### src/rtl/opb_p2s_pkg.sv
// Shared types and helpers for the PPC-to-Simulink OPB control register.
// Holds the FSM state type, lane count and OPB/user bit-order conversions.
package opb_p2s_pkg;

   typedef enum logic [1:0] {
      StIdle,
      StAck,
      StTurn
   } state_e;

   localparam int unsigned NumLanes = 4;

   // OPB numbers bit 0 as the MSB; user logic sees [31:0] with user[31-i] = OPB bit i.
   function automatic logic [31:0] opb_to_user(input logic [0:31] v);
      logic [31:0] r;
      r = '0;
      for (int i = 0; i < 32; i++) begin
         r[31-i] = v[i];
      end
      return r;
   endfunction

   function automatic logic [0:31] user_to_opb(input logic [31:0] v);
      logic [0:31] r;
      r = '0;
      for (int i = 0; i < 32; i++) begin
         r[i] = v[31-i];
      end
      return r;
   endfunction

endpackage

### src/rtl/opb_be_merge.sv
// Combinational byte-lane merge: lanes with be_i[k] set take new data, the rest keep old.
// Lane k is OPB DBus[8k:8k+7], i.e. user bits [31-8k -: 8].
module opb_be_merge
   import opb_p2s_pkg::*;
(
   input  logic [31:0]         old_i,
   input  logic [31:0]         new_i,
   input  logic [NumLanes-1:0] be_i,
   output logic [31:0]         merged_o
);

   always_comb begin
      merged_o = old_i;
      for (int k = 0; k < NumLanes; k++) begin
         if (be_i[k]) begin
            merged_o[31-8*k -: 8] = new_i[31-8*k -: 8];
         end
      end
   end

endmodule

### src/rtl/opb_register_ppc2simulink.sv
// Software-writable 32-bit OPB control register driving user fabric logic.
// Define OPB_P2S_READBACK_EN to return the register contents on reads.
module opb_register_ppc2simulink
   import opb_p2s_pkg::*;
#(
   parameter logic [31:0] C_BASEADDR    = 32'hFFFF_FFFF,
   parameter logic [31:0] C_HIGHADDR    = 32'h0000_0000,
   parameter int          C_OPB_AWIDTH  = 32,
   parameter int          C_OPB_DWIDTH  = 32,
   parameter string       C_FAMILY      = "virtex6",
   parameter logic [31:0] C_RESET_VALUE = 32'h0000_0000
) (
   input  logic        OPB_Clk,
   input  logic        OPB_Rst,
   input  logic [0:31] OPB_ABus,
   input  logic [0:3]  OPB_BE,
   input  logic [0:31] OPB_DBus,
   input  logic        OPB_RNW,
   input  logic        OPB_select,
   input  logic        OPB_seqAddr,
   output logic [0:31] Sl_DBus,
   output logic        Sl_xferAck,
   output logic        Sl_errAck,
   output logic        Sl_retry,
   output logic        Sl_toutSup,
   output logic [31:0] user_data_out,
   output logic        user_data_wr
);

   localparam bit unused_cfg = (C_OPB_AWIDTH == 32) && (C_OPB_DWIDTH == 32) && (C_FAMILY != "");
   logic unused_seq;
   assign unused_seq = OPB_seqAddr;

   state_e            state_q, state_d;
   logic [31:0]       reg_q, reg_d;
   logic              ack_q, ack_d;
   logic              wr_q, wr_d;
   logic [31:0]       abus;
   logic              hit;
   logic [NumLanes-1:0] be_lane;
   logic [31:0]       merged;

   assign abus    = OPB_ABus;
   assign hit     = OPB_select && (abus >= C_BASEADDR) && (abus <= C_HIGHADDR);
   assign be_lane = {OPB_BE[3], OPB_BE[2], OPB_BE[1], OPB_BE[0]};

   opb_be_merge u_be_merge (
      .old_i    (reg_q),
      .new_i    (opb_to_user(OPB_DBus)),
      .be_i     (be_lane),
      .merged_o (merged)
   );

   always_comb begin
      state_d = state_q;
      reg_d   = reg_q;
      ack_d   = 1'b0;
      wr_d    = 1'b0;
      unique case (state_q)
         StIdle: begin
            if (hit) begin
               state_d = StAck;
               ack_d   = 1'b1;
               if (!OPB_RNW) begin
                  reg_d = merged;
                  wr_d  = |OPB_BE;
               end
            end
         end
         StAck:   state_d = StTurn;
         // Select is still high at the edge ending the ack cycle; skip it.
         StTurn:  state_d = StIdle;
         default: state_d = StIdle;
      endcase
   end

   always_ff @(posedge OPB_Clk) begin
      if (OPB_Rst) begin
         state_q <= StIdle;
         reg_q   <= C_RESET_VALUE;
         ack_q   <= 1'b0;
         wr_q    <= 1'b0;
      end else begin
         state_q <= state_d;
         reg_q   <= reg_d;
         ack_q   <= ack_d;
         wr_q    <= wr_d;
      end
   end

`ifdef OPB_P2S_READBACK_EN
   logic [0:31] dbus_q, dbus_d;

   always_comb begin
      dbus_d = '0;
      if ((state_q == StIdle) && hit && OPB_RNW) begin
         dbus_d = user_to_opb(reg_q);
      end
   end

   always_ff @(posedge OPB_Clk) begin
      if (OPB_Rst) begin
         dbus_q <= '0;
      end else begin
         dbus_q <= dbus_d;
      end
   end

   assign Sl_DBus = dbus_q;
`else
   assign Sl_DBus = '0;
`endif

   assign Sl_xferAck    = ack_q;
   assign Sl_errAck     = 1'b0;
   assign Sl_retry      = 1'b0;
   assign Sl_toutSup    = 1'b0;
   assign user_data_out = reg_q;
   assign user_data_wr  = wr_q;

endmodule

### config.mk
export PLATFORM = sky130hd
export DESIGN_NAME = opb_register_ppc2simulink
export DESIGN_NICKNAME = d
export VERILOG_FILES = /design/src/rtl/opb_p2s_pkg.sv /design/src/rtl/opb_be_merge.sv /design/src/rtl/opb_register_ppc2simulink.sv
export SDC_FILE = /design/constraint.sdc
export NUM_CORES = 1
export LEC_CHECK = 0
export BUFFER_PORTS_ARGS = -buffer_cell sky130_fd_sc_hd__buf_2
export CAP_MARGIN = 20
export CORE_ASPECT_RATIO = 1.2
export CORE_MARGIN = 2
export CORE_UTILIZATION = 29
export CTS_CLUSTER_SIZE = 30
export DETAILED_ROUTE_END_ITERATION = 12
export GPL_ROUTABILITY_DRIVEN = 0
export PLACE_DENSITY = 0.83
export SYNTH_ARGS = -nofsm -noshare
export SYNTH_HDL_FRONTEND = slang
export SYNTH_SLANG_ARGS = --single-unit
### constraint.sdc
create_clock -name OPB_Clk -period 0.8 [get_ports OPB_Clk]
set_input_delay 0.24 -clock OPB_Clk [delete_from_list [all_inputs] [get_ports OPB_Clk]]
set_output_delay 0.24 -clock OPB_Clk [all_outputs]
set_load 0.02 [all_outputs]
==> flow_summary.json <==
{
  "ys_warn_count": 0,
  "drtAntennaViolNets": 0,
  "io_buffers": 35,
  "p_sw_mw": 0.7273,
  "die-area_sq_um": 4574,
  "hold_viol_final": 0,
  "syn_inst": 105,
  "endpoint_kind": "primary output",
  "cts_tree": "built",
  "fin_cells": 202,
  "num_rows": 25,
  "post_synth.cell_area_avg_sq_um": 11.18,
  "syn-cell-area_sq_um": 1174,
  "htreeDepth": 2,
  "area_delta_synth_final_pct": 39.66,
  "vias_per_cell": 3.485,
  "drt-wirelength-per-cell_um": 8.926,
  "root_buffer": "clkbuf_8",
  "max-vdd-ir-drop_uv": 1004,
  "worstPathRequired_ps": 560,
  "first_pass_iters": 2,
  "post-place-ws_ps": -149.9,
  "grt_antenna_before_repair": 0,
  "die_w_um": 62.08,
  "status": "finished, violations left",
  "start_kind": "flip-flop",
  "combPwrFrac_pct": 5.6,
  "violations": "negative setup slack",
  "ios": 142,
  "critPathBufInv": 1,
  "worstSkewPairLatency_ps": 270,
  "cp_slowest_cell": "dfxtp_2",
  "first_iter_violations": 11,
  "multi_input_area_sq_um": 339.1,
  "fmax_mhz": 1025,
  "p_leak_nw": 0.7599,
  "clock_sinks": 34,
  "initial_utilization_pct": 30.02,
  "r2r_cells": 2,
  "grt_max_degree": 33,
  "drv_cap": 0,
  "min_period_ps": 975.4,
  "layout_setup_ws_ps": -175.4,
  "rsz0062_at_grt": "yes",
  "crit_family": "flip-flops",
  "groute.usage.overall_pct": 8.563,
  "min_path_type": "input pin to flip-flop",
  "p_seq_share_pct": 50.5,
  "cp_cell_sequence": "buf_6",
  "path_class": "flip-flop to primary output",
  "p_clk_share_pct": 43.9,
  "synth_seq_cells": 34,
  "grt_pass1_vias": 625,
  "tightest_slew_ps": 537.1,
  "critPathMaxStageDelay_ps": 340,
  "ff_latch_area_sq_um": 723.2,
  "ys_types": 5,
  "powerDensity_nw_per_um2": 2054,
  "cp.arrival_ps": 740,
  "grt_overflow_total": 0,
  "max_slew_margin_pct": 64.20,
  "setup_violations": 34,
  "slew_violations": 0,
  "critPathMaxFanout": 2,
  "die_height_um": 73.69,
  "dp_hpwl_mm": 1.067,
  "drc": 0,
  "sw_frac_of_total_pct": 21.60,
  "period_share_pct": 121.9,
  "fp.coreArea_sq_um": 3910,
  "vias": 704,
  "reg2reg_slack_ps": 100,
  "ys_seq_area_share_pct": 58.00,
  "nFillCells": 384,
  "grt_pass1_wl_mm": 2.787,
  "antenna_cells": 0,
  "clockBufferDepth": 2,
  "hold_depth": 2,
  "clk_pin_slew_worst_paths_ps": 70,
  "internal_power_mw": 2.640,
  "final_net_count": 220,
  "skew_ps": 0,
  "drive_above_1_share_pct": 52.03,
  "cts_made_buffers": 5,
  "drt-total-wl_mm": 1.803,
  "cp.depth": 1,
  "placed_cells": 192
}
==> final timing paths <==
path                                   startpoint                end
worst max-delay path            user_data_out[24]  user_data_out[24]
worst min-delay path                      OPB_Rst   user_data_out[1]
worst max register to register   user_data_out[8]   user_data_out[8]
worst min register to register  user_data_out[19]  user_data_out[19]
==> synth_stat cells <==
cell / number / share of area (%)
buf_4: 37 / 24
dfxtp_1: 34 / 58
nor2b_1: 32 / 17
buf_6: 1 / 0.96
conb_1: 1 / 0.32
==> state kept, by name (all words and copies together), names as in the netlist <==
register,flops
user_data_out,32
user_data_wr,1
Sl_xferAck,1
==> placed cells by master, fill, tap and decap left out, drive strengths merged <==
cell and n:
buf 37, bufinv 1, conb 37, nor2b 32, clkbuf 7, dfxtp 34
==> final cells by class <==
cell class | count | area share [%]
multi-input cells | 69 | 20.69
clock buffers | 7 | 4.656
flip-flops and latches | 34 | 44.12
clock inverters | 1 | 1.832
well taps | 54 | 4.122
repair buffers | 37 | 24.58
==> per-stage QoR <==
stage	hold slack, ps	utilization (%)	TNS [ps]	total power, mW	cell area (sq um)
finish	431.9	41.92	-5399	3.367	1639
detailed placement	449.7	32.29	-4303	1.917	1262
global route	476.6	41.92	-6517	3.531	1639
floorplan	311.6	-	0	2.044	1309
global placement	446.7	32.29	-3679	1.916	1262
CTS	435.7	41.70	-5829	3.414	1630
==> power by group through the flow <==
stage / Sequential [mW] / Clock, mW / Combinational [mW]
after floorplan: 1.74 / 0 / 0.300
after global routing: 1.70 / 1.62 / 0.213
final: 1.70 / 1.48 / 0.189
after global placement: 1.74 / 0 / 0.180
after detailed placement: 1.74 / 0 / 0.180
after CTS: 1.70 / 1.53 / 0.186
==> routing by layer <==
layer	vias to the layer above	share of wire, %	track usage (%)
li1	322	-	-
met1	318	36	8.181
met2	61	48	13.19
met3	3	15	6.514
met4	0	1.5	4.255
met5	-	0	0
==> repair_timing <==
item | CTS | global route
hold buffers | 0 | 0
gates cloned | 0 | 0
resized for setup | 101 | 1
endpoints found under the setup margin | 34 | 34
buffers inserted | 1 | 1
==> logic make-up after synthesis <==
family / count (synthesis) / share of synthesized area [%]
buf+inv: 38 / 24.63
flops: 34 / 58.00
other cells: 1 / 0.3195
simple gates: 32 / 17.06
Power figures use the tool's default switching activity.
